### config.mk
export PLATFORM = sky130hd
export DESIGN_NAME = div_unit
export DESIGN_NICKNAME = d
export VERILOG_FILES = /design/src/rtl/div_unit.sv
export SDC_FILE = /design/constraint.sdc
export NUM_CORES = 1
export LEC_CHECK = 0
export CORE_MARGIN = 3
export CORE_UTILIZATION = 59
export DETAILED_ROUTE_END_ITERATION = 12
export GPL_ROUTABILITY_DRIVEN = 0
export GPL_TIMING_DRIVEN = 0
export MAX_ROUTING_LAYER = met4
export PLACE_DENSITY = 0.95
export SYNTH_ARGS = -nofsm -noshare
export SYNTH_HDL_FRONTEND = slang
export SYNTH_SLANG_ARGS = --single-unit
export TNS_END_PERCENT = 1
### constraint.sdc
create_clock -name clk -period 8.2 [get_ports clk]
set_input_delay 1.23 -clock clk [delete_from_list [all_inputs] [get_ports clk]]
set_output_delay 1.23 -clock clk [all_outputs]
set_load 0.005 [all_outputs]
### src/rtl/div_unit.sv
// Multi-cycle restoring divider: one quotient bit per cycle, MSB first.
// Define DIV_SIGNED_EN to honour is_signed; otherwise every operation is unsigned.
module div_unit #(
  parameter int WIDTH = 32
) (
  input  logic             clk,
  input  logic             rst_n,
  input  logic             start,
  input  logic             is_signed,
  input  logic [WIDTH-1:0] dividend,
  input  logic [WIDTH-1:0] divisor,
  input  logic             cancel,
  output logic             busy,
  output logic             done,
  output logic [WIDTH-1:0] quotient,
  output logic [WIDTH-1:0] remainder,
  output logic             div_by_zero
);

  localparam int CW = $clog2(WIDTH + 1);

  localparam logic [1:0] IDLE = 2'd0;
  localparam logic [1:0] CALC = 2'd1;
  localparam logic [1:0] DONE = 2'd2;

  logic [1:0]       state;
  logic [CW-1:0]    cnt;
  logic [WIDTH:0]   rem;
  logic [WIDTH-1:0] quo;
  logic [WIDTH-1:0] dvs;

  logic             accept;
  logic             sgn_in;
  logic [WIDTH-1:0] dvd_abs;
  logic [WIDTH-1:0] dvs_abs;
  logic [WIDTH:0]   shifted;
  logic [WIDTH:0]   sub;
  logic             ge;
  logic [WIDTH:0]   rem_nx;
  logic [WIDTH-1:0] quo_nx;
  logic [WIDTH-1:0] q_fin;
  logic [WIDTH-1:0] r_fin;
  logic             unused_bits;

`ifdef DIV_SIGNED_EN
  logic neg_q;
  logic neg_r;

  assign sgn_in      = is_signed;
  assign unused_bits = rem[WIDTH];
`else
  assign sgn_in      = 1'b0;
  assign unused_bits = rem[WIDTH] ^ is_signed;
`endif

  assign accept = start && !cancel && (state != CALC);
  assign busy   = (state == CALC);
  assign done   = (state == DONE);

  always_comb begin
    dvd_abs = dividend;
    dvs_abs = divisor;
    if (sgn_in && dividend[WIDTH-1]) dvd_abs = '0 - dividend;
    if (sgn_in && divisor[WIDTH-1])  dvs_abs = '0 - divisor;
  end

  // The quotient register doubles as the dividend shift register: its MSB
  // feeds the partial remainder while the new quotient bit enters at the LSB.
  always_comb begin
    shifted = {rem[WIDTH-1:0], quo[WIDTH-1]};
    sub     = shifted - {1'b0, dvs};
    ge      = (shifted >= {1'b0, dvs});
    rem_nx  = ge ? sub : shifted;
    quo_nx  = {quo[WIDTH-2:0], ge};
  end

  always_comb begin
    q_fin = quo_nx;
    r_fin = rem_nx[WIDTH-1:0];
`ifdef DIV_SIGNED_EN
    if (neg_q) q_fin = '0 - quo_nx;
    if (neg_r) r_fin = '0 - rem_nx[WIDTH-1:0];
`endif
  end

  always_ff @(posedge clk or negedge rst_n) begin
    if (!rst_n) begin
      state       <= IDLE;
      cnt         <= '0;
      rem         <= '0;
      quo         <= '0;
      dvs         <= '0;
      quotient    <= '0;
      remainder   <= '0;
      div_by_zero <= 1'b0;
`ifdef DIV_SIGNED_EN
      neg_q       <= 1'b0;
      neg_r       <= 1'b0;
`endif
    end else begin
      case (state)
        CALC: begin
          if (cancel) begin
            state <= IDLE;
            cnt   <= '0;
          end else begin
            rem <= rem_nx;
            quo <= quo_nx;
            cnt <= cnt - 1'b1;
            if (cnt == CW'(1)) begin
              state       <= DONE;
              quotient    <= q_fin;
              remainder   <= r_fin;
              div_by_zero <= 1'b0;
            end
          end
        end
        default: begin
          state <= IDLE;
          if (accept) begin
            rem <= '0;
            quo <= dvd_abs;
            dvs <= dvs_abs;
`ifdef DIV_SIGNED_EN
            neg_q <= sgn_in && (dividend[WIDTH-1] ^ divisor[WIDTH-1]);
            neg_r <= sgn_in && dividend[WIDTH-1];
`endif
            if (divisor == '0) begin
              state       <= DONE;
              cnt         <= '0;
              quotient    <= '1;
              remainder   <= dividend;
              div_by_zero <= 1'b1;
            end else begin
              state <= CALC;
              cnt   <= CW'(WIDTH);
            end
          end
        end
      endcase
    end
  end

endmodule

==> impl_summary.md, run 1 <==
Global route
The wire length of the first global-routing pass is ~47 mm. The number of antenna violations at the first check in global routing was 0. The pin count of the biggest net entering global routing is 92. The number of global-route vias before repair was 9197. The overall fraction of global-route tracks in use is around a third. After global routing the overflow that remains totals 0.

Die
The top-level port count is 136. The floorplan step set the die height to around 130 um. The floorplan has 45 rows. The effective utilization at floorplan is 60.9%. The width of the die is 132 um.

The region available for standard cell placement spans 15400 um2. The area of the die is about 17000 um2.

Worst setup path
The worst register-to-register path ends at rem[30]. The critical path endpoint category is an output port. The maximum single-stage delay on the critical path is a little over 600 ps. The most prevalent standard cell on the critical path is sky130_fd_sc_hd__clkbuf_1.

Together, buffers and inverters on the worst path number 5. The worst reg-to-reg setup slack is 4570 ps. The critical path runs through a total of 6 cells. The data arrival time of the worst path is 3160 ps. The worst register-to-register path begins at quo[31].

The worst setup path category is flip-flop to output port. The family of cells with the greatest summed delay on the critical path is buffers and inverters. The maximum fanout along the worst path is 10. The required time of the critical path is 6970 ps. The depth of the worst register-to-register path is 12. Walking the worst path, the cells encountered are nand2b_1, inv_1, clkbuf_1, clkbuf_1, buf_1, clkdlybuf4s50_1. The launch point of the worst path is state[1].

The launching element type of the critical path is a flip-flop. The cell with the largest stage delay on the worst path is sky130_fd_sc_hd__clkdlybuf4s50_1. The capturing element of the worst setup path is busy.

CTS
The TritonCTS clock tree is built. The root buffer cell is sky130_fd_sc_hd__clkbuf_16. The insertion delay of the later-clocked pin in the worst-skew pair is 450 ps. Counting the buffers created by CTS gives 17. The number of levels the H-tree was split into is 4.

The number of hold buffers added after cts is 0. The deepest clock path buffer count is 2. Once the clock tree was built, the setup fixing pass inserted 0 buffers. The clock edge transition at the registers on the reported setup and hold paths is 70 ps. The post-cts gate resize count is 0. The count of clock tree sinks is 169.

Drt
For this block, the routed nets add up to just under 30 mm of wire. For this block, the via count after detailed routing is 9539. The average vias per placed instance is 6.42. In this run the remaining antenna-violating nets after routing total 0. After detailed routing, the average wire length per cell comes to 19.7 um. The count of unresolved DRC violations after routing is 0.

The first routing iteration left 1444 violations. The first detailed-routing pass took 7 iterations.

Final layout
The area occupied by multi-input gates is between 4000 and 5000 um2. The register cell area after layout is 4230 um2. The area growth from synthesis to layout is 24.0%. The fraction of layout instances using a drive strength above 1 is 5.26%.

For this run, the share of the core covered by cells in the final layout is 75.5%. The number of nets at the end of the flow is roughly 1400. The number of antenna cells inserted is 0. The filler cells instantiated in the layout total 1047.

Timing
Counting I/O delays and the setup requirement, the final critical path takes between 4000 and 5000 ps. The final max-slew violation count is 0. Setup violations remaining at the end of the flow were counted as 0. In the finished design, the share of the clock period the worst path needs comes to 53.6%. The final count of hold timing violations was 0. At the pin with the least slew margin, the transition time is 914 ps. In this run the tightest slew margin relative to its limit is approximately two fifths. The highest achievable clock rate is between 200 and 250 MHz. The worst-case clock skew is 10.8 ps. Setup repair after global routing left no endpoint under its margin.

Place
Detailed placement finished with a half-perimeter wire length of 21.2 mm. The count of input and output buffers is 134.

Yosys
The number of different library cells in the post-synthesis netlist is 71. The cell area after technology mapping is 9370 um2. Sorting the synthesized cells by area gives the leading types as sky130_fd_sc_hd__dfrtp_1 (45%), sky130_fd_sc_hd__nand2_1 (9.3%), sky130_fd_sc_hd__o21ai_0 (6.0%). In this run, synthesis inferred 0 flip-flops with an integrated enable. The cell type with the largest total area after synthesis is sky130_fd_sc_hd__dfrtp_1. The flip-flop and latch count after synthesis is 169. The share of Yosys cell area claimed by the top area cell type is 45.2%.

The fraction of registers with async set or reset after synthesis is 100%. The most repeated cell in the gate-level netlist after synthesis is sky130_fd_sc_hd__nand2_1. The most common flop cell mapped by yosys is sky130_fd_sc_hd__dfrtp_1. Ranked by instance count, the synthesized netlist is headed by sky130_fd_sc_hd__nand2_1 (232), sky130_fd_sc_hd__dfrtp_1 (169), sky130_fd_sc_hd__o21ai_0 (113), sky130_fd_sc_hd__nor2_1 (93), sky130_fd_sc_hd__a21oi_1 (65).

After technology mapping, the gate count stands at 1107. Sequential elements use 45.2% of the synthesized area. Counting every net in the synthesized netlist gives ~1200. For this run, the number of Yosys warnings is 0. A synthesized cell averages 8.46 um2.

Power
In this run the static leakage power is 5.13 nW. Total power for the finished layout comes to ~4.7 mW. The largest vdd supply drop is between 0.15 and 0.2 mV. The power density relative to cell area is 405 nW/um2.

Run
The number of violations of the max-capacitance limit is 0.

Min path
The class of the tightest hold or removal check is flip-flop to flip-flop.

Status
The run finished with clean final reports.
cell usage in the layout, fill, tap and decap left out, types with 8 or more instances in the layout:
cell	n
sky130_fd_sc_hd__clkbuf_16	17
sky130_fd_sc_hd__nand4_1	10
sky130_fd_sc_hd__inv_1	43
sky130_fd_sc_hd__clkbuf_1	52
sky130_fd_sc_hd__buf_2	8
sky130_fd_sc_hd__dfrtp_1	169
sky130_fd_sc_hd__o31ai_1	10
sky130_fd_sc_hd__xnor2_1	19
sky130_fd_sc_hd__nand2_1	232
sky130_fd_sc_hd__clkdlybuf4s50_1	133
sky130_fd_sc_hd__and3_1	8
sky130_fd_sc_hd__a31oi_1	46
sky130_fd_sc_hd__o21ai_0	113
sky130_fd_sc_hd__ha_1	34
sky130_fd_sc_hd__nand3_1	28
sky130_fd_sc_hd__mux2i_1	16
sky130_fd_sc_hd__a21oi_1	65
sky130_fd_sc_hd__a21o_1	10
sky130_fd_sc_hd__xor2_1	10
sky130_fd_sc_hd__nor3_1	17
sky130_fd_sc_hd__nor4_1	11
sky130_fd_sc_hd__a211oi_1	8
sky130_fd_sc_hd__nor2_1	93
worst min path at each step:
stage	startpoint	endpoint	slack, ps	depth (start not counted)
floorplan	quotient[10]	quotient[10]	460	2
global placement	quotient[1]	quotient[1]	450	2
detailed placement	quotient[8]	quotient[8]	460	2
CTS	quotient[8]	quotient[8]	470	2
global route	quotient[20]	quotient[20]	500	2
finish	quotient[8]	quotient[8]	470	2
metal layers:
layer  up-vias  part of all wire [%]  global-route usage [%]
met4         0                   4.8                    15.5
li1       4198                     -                       -
met5         -                     0                       -
met2       767                    46                    54.5
met1      4398                    37                    41.9
met3       176                    12                    8.40
logic make-up (layout without fill, tap and decap cells):
kind of cell	Yosys count	after routing	share of synthesized area (%)
AOI/OAI and AO/OA	310	310	20.2
muxes	22	22	2.43
adders and majority gates	35	35	4.76
buffers and inverters	110	277	4.78
xor gates and xnor gates	29	29	2.71
DFF	169	169	45.2
and+or+nand+nor	432	432	20.0
flip-flops by register name (all words and copies together), names as in the netlist:
signal	cells
state	2
div_by_zero	1
quo	32
remainder	32
cnt	6
dvs	32
quotient	32
rem	32
area by class of cell:
class | count | share of cell area (%)
Timing Repair Buffer | 135 | 11.8
Sequential cell | 169 | 36.4
Inverter | 44 | 1.42
Clock inverter | 13 | 1.34
Multi-Input combinational cell | 828 | 40.4
Clock buffer | 19 | 3.90
Tap cell | 211 | 2.27
Buffer | 66 | 2.44
worst reg2reg max path, delay by kind of cell (launching register included):
family | cells | cell delay, ps
buf+inv | 2 | 150
mux | 1 | 210
fa+ha+maj | 2 | 580
compound gates | 5 | 1450
simple gates | 2 | 630
flops | 1 | 460
power by group:
group	leakage (nW)	switching, mW	internal, mW
combinational	2.70	1.44	0.981
sequential	2.14	0.256	1.18
clock	0.302	0.363	0.474
metrics by stage:
stage / instances / worst slack, ps / TNS, ps / hold WS (ps) / area (um2)
after floorplan: 1107 / 5250 / 0 / 463 / 9370
after global placement: 1452 / -668 / -110860 / 450 / 11000
after detailed placement: 1453 / 3980 / 0 / 458 / 11000
after CTS: 1485 / 3950 / 0 / 473 / 11600
after global routing: 1485 / 3770 / 0 / 496 / 11600
final: 1485 / 3810 / 0 / 472 / 11600
Note: power is estimated with default switching activity, not from simulation.
==> run 2, diff against run 1 <==
Settings changed: CORE_UTILIZATION 59 to 55, PLACE_DENSITY 0.95 to 0.91.
Clock period 8.2 ns to 4.4 ns, I/O delays scaled along.
==> run 2 against run 1 <==
Effect of this change: sequential power grew 86%; first-iteration DRC count shrank 23%; final cell count grew 0.61%; sequential share of layout area is essentially flat; critical path depth is the same; combinational power grew 84%; cell area shrank 0.12%; register-to-register slack lost 3700 ps; total power grew 84%; worst setup slack lost 3100 ps; critical endpoint unchanged.
==> impl_summary.md, run 2 (synthesis results as in run 1) <==
Global route
The first global-routing pass estimated 45.5 mm of wire. The final global-route overflow total is 0. The number of antenna violations at the first check in global routing is 0. The pin count of the biggest net entering global routing is ~120.

For this run, the total global-route usage over all layers was measured as 32.1%. The number of global-route vias before repair came to 8952.

Drt
After detailed routing, the average wire length per cell comes to 19.1 um. The total routed wirelength is 28.5 mm. The count of unresolved DRC violations after routing is 0. Routed signal wires occupy layers up through met4.

The count of nets left with antenna violations once routing finished came out at 0. Summed over all nets, wire length on met3 after detailed routing comes to 3.16 mm. In the final routing, the length of wire on met1 measures 11.2 mm.

Detailed routing inserted a total of 9347 vias. The average vias per placed instance is 6.26. The first TritonRoute pass finished after 8 iterations.

The met2 wirelength from detailed routing is 13.0 mm. The count of routing violations after the opening detailed-route iteration is approximately 1100.

Timing
Adding up every negative setup slack in the final design gives 0 ps. The worst path uses 84.6% of the clock period. The minimum clock period is about 3700 ps. Derived from the worst setup path, the maximum achievable clock frequency is 269 MHz. Setup repair after global routing left no endpoint under its margin. The number of setup violations in the final report is 0. On the final layout, the worst hold slack is 125 ps. The final max-slew violation count is 0. At the pin with the least slew margin, the transition time is 934 ps.

Between clock sinks in the finished design, the worst skew comes to roughly 5.6 ps. The worst pin sits at a relative slew slack of 37.4%. The final count of hold timing violations is 0.

Place
The number of placed instances, taps included is 1462. After detailed placement, the total cell area comes to 11000 um2. Port buffering added approximately 130 buffers. Once detailed placement completed, the half-perimeter wirelength came to 21.1 mm.

Worst setup path
The critical path endpoint category is an output port. The cell with the largest stage delay on the worst path is sky130_fd_sc_hd__clkdlybuf4s50_1. Counting cells, the worst reg-to-reg path comes to 12.

The required time of the critical path is 3740 ps. Data arrives at the worst endpoint at 3060 ps. Along the worst path, the maximum fanout reaches 10. The kind of cell with the highest combined delay along the critical path is buffers and inverters. Counting stages on the worst path, the most repeated cell is sky130_fd_sc_hd__clkbuf_1. In this run the number of cells on the critical path is 6.

For this run, the slowest stage of the critical path takes 640 ps. The sum of buffers and inverters on the critical path is 5. The launching element type of the critical path is a flip-flop. The signal on the critical path passes through nand2b_1, inv_1, clkbuf_1, clkbuf_1, buf_1, clkdlybuf4s50_1.

The worst setup path is of the flip-flop to output port kind.

Power
The largest vdd supply drop is 0.375 mV. The total leakage power is 5.11 nW. The power density relative to cell area is 744 nW/um2.

Final layout
The filler cell count in the final layout is 1260. Cells fill ~70% of the core in the end. After the last flow step, the layout net total stands at approximately 1400. The fraction of layout instances using a drive strength above 1 is slightly above 5%. The filler-free cell count of the finished design is 1494. The library cell used most frequently in the layout, excluding fill and tap cells, is sky130_fd_sc_hd__nand2_1. The number of antenna cells inserted is 0. Compared with the post-synthesis result, the final layout area differs by 23.8%.

After routing the design area is 11600 um2. In the layout the commonest cells are sky130_fd_sc_hd__nand2_1 (232), sky130_fd_sc_hd__dfrtp_1 (169), sky130_fd_sc_hd__clkdlybuf4s50_1 (133), sky130_fd_sc_hd__o21ai_0 (113), sky130_fd_sc_hd__nor2_1 (93).

Min path
In this run the worst hold path is classified as input pin to asynchronous set/reset pin.

CTS
The number of levels the H-tree was split into is 4. For the worst-skew pair, the clock arrives at the later sink with an insertion delay of 440 ps. Clock tree synthesis selected as its root buffer the cell sky130_fd_sc_hd__clkbuf_16.

Clock-pin slew was measured on the worst setup and hold paths at 70 ps. The buffer count from post-CTS setup fixing is 0. The TritonCTS clock tree is built. The tree built by TritonCTS fans out to 169 sinks. The deepest clock path buffer count is 2. After clock tree synthesis, the repair step resized 0 gates. The number of buffers inserted during clock tree synthesis is 17. The number of hold buffers added after CTS was 0.

Die
The floorplan has 47 rows. In this run the count of I/O pins placed on the die edge is 136. The width of the die is 137 um. The area of the placeable core is 16600 um2. The area of the die is around 19000 um2. The effective utilization at floorplan is 56.3%.

The die is 137 um tall.

Status
The flow ran to the end, and the final reports show no timing, DRC or antenna violations.

Run
The number of violations of the max-capacitance limit is 0.
==> run 2: through the flow <==
stage | power (mW) | setup WS, ps
final | 8.63 | 679
after detailed placement | 6.95 | 680
after floorplan | 5.35 | 1560
after CTS | 8.49 | 763
after global routing | 9.17 | 573
after global placement | 6.77 | -3940
==> run 2: where the power goes <==
group          switching, mW  total (mW)  internal, mW
Combinational           2.63        4.45          1.82
Clock                  0.693        1.50         0.805
Sequential             0.477        2.68          2.20
Total                   3.80        8.63          4.83
==> run 2: final cells by class <==
cell class              instances  area, um2  share of cell area, %
clock buffers                  18        429                   3.70
multi-input cells             828       4690                   40.4
repair buffers                135       1370                   11.8
well taps                     220        275                   2.37
inverters                      44        165                   1.42
flip-flops and latches        169       4230                   36.5
plain buffers                  66        283                   2.44
clock inverters                14        154                   1.33
==> run 2: routing by layer <==
layer | GRT usage [%] | vias up
li1 | - | 4212
met1 | 40.9 | 4365
met2 | 50.4 | 659
met3 | 6.43 | 111
met4 | 13.3 | 0
met5 | - | -
==> run 2: path summary, 6_finish.rpt <==
path	from	to	slack [ps]
worst max-delay path	state[1]	busy	680
worst min-delay path	rst_n	dvs[2]	130
worst max register to register	quo[31]	rem[30]	830
worst min register to register	quotient[21]	quotient[21]	470
max in group asynchronous	rst_n	rem[26]	3410
min in group clk	quotient[21]	quotient[21]	470
==> run 3, diff against run 2 <==
Settings changed: CORE_UTILIZATION 55 to 50, PLACE_DENSITY 0.91 to 0.87.
Clock period 4.4 ns to 3.28 ns, I/O delays scaled along.
==> run 3 against run 2 <==
Effect of this change: non-clock buffer count grew 1; via count is 2.0% lower; sequential power rose by 34%; cell area is 0.76% higher; flip-flop and latch count did not move; critical path type is now flip-flop to flip-flop.
==> impl_summary.md, run 3 (synthesis results as in run 1) <==
Final layout
The core occupancy in the finished layout is 64.2%. Once layout is complete, the cells apart from fillers number 1504. In the layout the commonest cells are sky130_fd_sc_hd__nand2_1 (232), sky130_fd_sc_hd__dfrtp_1 (169), sky130_fd_sc_hd__clkdlybuf4s50_1 (133), sky130_fd_sc_hd__o21ai_0 (110), sky130_fd_sc_hd__nor2_1 (93). The library cell used most frequently in the layout, excluding fill and tap cells, is sky130_fd_sc_hd__nand2_1. For this run, the post-layout net count is 1366. The fraction of layout instances using a drive strength above 1 is 5.80%. The number of antenna cells inserted is 0. Compared with the post-synthesis result, the final layout area differs by 24.8%.

Power
The largest vdd supply drop is roughly 0.54 mV. The total chip power is approximately 12 mW. The total leakage power is 5.14 nW. Power spread over the standard cell area amounts to 999 nW/um2.

Global route
Entering global routing, the biggest net connects 119 pins. The final global-route overflow total is 0. The number of antenna violations at the first check in global routing is 0.

The wire length of the first global-routing pass is 45.1 mm. Global routing consumed, over all layers together, 28.8% of the routing resources. The number of global-route vias before repair came to 8823.

Drt
The count of unresolved DRC violations after routing is 0. The detail route stage leaves a number of antenna-violating nets equal to 0. In the routed layout, each cell is associated on average with a via count of approximately 6.1.

The average wire per standard cell is 18.9 um. The routed layout has about 9200 vias. The count of routing violations after the opening detailed-route iteration is around 1000. The total routed wirelength is 28.4 mm.

Before antenna repair, the detailed router went through 6 iterations.

Timing
The number of setup violations in the final report is 0. Setup repair after global routing could not meet its margin everywhere. The final max-slew violation count is 0. For the pin with the worst max-slew slack, the measured transition is between 800 and 900 ps. The worst path needs 3270 ps of the cycle, external delays included.

The portion of the clock cycle consumed by the worst path in the final layout is 99.7%. Clock skew on the completed layout was measured at 11.5 ps. The final count of hold timing violations is 0. Derived from the worst setup path, the maximum achievable clock frequency is 306 MHz. In this run the tightest slew margin relative to its limit is 40.5%.

Run
The number of violations of the max-capacitance limit is 0.

Worst setup path
The maximum fanout along the worst path is 10. The cell family contributing the most delay on the critical path is simple AND/OR/NAND/NOR gates. The slowest stage of the critical path belongs to the cell sky130_fd_sc_hd__dfrtp_1.

Counting both buffers and inverters, the worst setup path holds a total of 2. The required time of the critical path is 3580 ps. The most prevalent standard cell on the critical path is sky130_fd_sc_hd__a21oi_1. STA classifies the critical path startpoint as a flip-flop. The data arrival time of the worst path is 3570 ps. The critical path endpoint category is a flip-flop.

Walking the worst path, the cells encountered are ha_1, clkbuf_1, and4_1, nand3_1, nor4_1, nor4_2, o21ai_1, buf_2, a21oi_1, a311oi_1, a21oi_1. The worst setup path category is flip-flop to flip-flop. In this design, the stage delay of the slowest critical-path cell is 420 ps.

Place
The count of input and output buffers is 134. The number of placed instances, taps included is approximately 1500. After legalization and detailed placement, the total HPWL measured 21.4 mm.

Die
The width of the die is between 100 and 150 um. The total area inside the core boundary comes to 18200 um2. The vertical die dimension is 143 um. The area of the die is 20400 um2. The top-level port count is 136. The cell row count is between 40 and 50. The initial utilization of the core area, before any placement, comes to 51.4%.

CTS
The root buffer cell is sky130_fd_sc_hd__clkbuf_16. The later pin in the worst-skew pair is clocked with a latency of 450 ps. The H-tree generated during clock tree synthesis spans 4 levels. The deepest clock path buffer count is 2.

The clock drives 169 sinks. TritonCTS built the clock tree. The clock edge transition at the registers on the reported setup and hold paths is 70 ps. Clock tree synthesis inserted a total of 17 buffers.

Min path
The tightest min-delay check is of the flip-flop to flip-flop type.

Status
The flow ran to the end, and the final reports show no timing, DRC or antenna violations.
[run 3: cell count changes in the layout (fill, tap and decap cells not counted), moves of 2 or more]
cell,change
sky130_fd_sc_hd__clkinv_8,+2
sky130_fd_sc_hd__o21ai_1,+2
sky130_fd_sc_hd__clkbuf_1,-2
sky130_fd_sc_hd__o21ai_0,-3
sky130_fd_sc_hd__clkinv_4,-2
[run 3: repair_timing]
item / 4_1_cts / 5_1_grt
hold endpoints to repair: 51 / 0
cloned: 0 / 0
hold buffers: 1 / 0
endpoints found under the setup margin: 3 / 31
gates resized for setup: 3 / 10
pin swaps: 0 / 1
setup buffers: 0 / 0
[run 3: final timing paths]
path                             start            to  slack (ps)  cells after the start
hold / removal             quotient[2]   quotient[2]         470                      2
min in group asynchronous        rst_n   quotient[6]         540                      2
setup reg to reg               rem[22]  remainder[7]          10                     11
setup / recovery               rem[22]  remainder[7]          10                     11
max in group asynchronous        rst_n       rem[29]        1870                      3
hold reg to reg            quotient[2]   quotient[2]         470                      2
[run 3: cell type report]
| class | instances | area, um2 |
|---|---|---|
| multi-input cells | 828 | 4740 |
| repair buffers | 136 | 1380 |
| clock inverters | 15 | 174 |
| well taps | 229 | 287 |
| flip-flops and latches | 169 | 4230 |
| fillers | 1493 | 6520 |
| plain buffers | 66 | 285 |
| inverters | 44 | 165 |
| clock buffers | 17 | 425 |
[run 3: layer usage]
layer | vias to the layer above | routed length, um | global-route usage (%)
met1 | 4338 | 11300 | 36.8
met3 | 77 | 3130 | 6.97
met2 | 549 | 13300 | 45.6
met5 | - | 0 | -
li1 | 4195 | - | -
met4 | 0 | 718 | 8.90
[run 3: where the power goes]
group / switching (mW) / internal (mW)
combinational: 3.53 / 2.48
sequential: 0.649 / 2.95
clock: 0.972 / 1.09
total: 5.15 / 6.52
[run 3: worst register-to-register path, cell delays in order (launching register included)]
cell	delay, ps
sky130_fd_sc_hd__dfrtp_1	420
sky130_fd_sc_hd__ha_1	290
sky130_fd_sc_hd__clkbuf_1	290
sky130_fd_sc_hd__and4_1	340
sky130_fd_sc_hd__nand3_1	150
sky130_fd_sc_hd__nor4_1	390
sky130_fd_sc_hd__nor4_2	90
sky130_fd_sc_hd__o21ai_1	200
sky130_fd_sc_hd__buf_2	300
sky130_fd_sc_hd__a21oi_1	150
sky130_fd_sc_hd__a311oi_1	380
sky130_fd_sc_hd__a21oi_1	120
[run 3: stage by stage]
stage	area, um2	hold WS [ps]	setup WS [ps]	TNS (ps)
after detailed placement	11000	419	-335	-4010
after global routing	11700	494	-76.6	-192
final	11700	469	9.57	0
after floorplan	9370	196	442	0
after CTS	11600	473	15.0	0
after global placement	11000	451	-4910	-829590
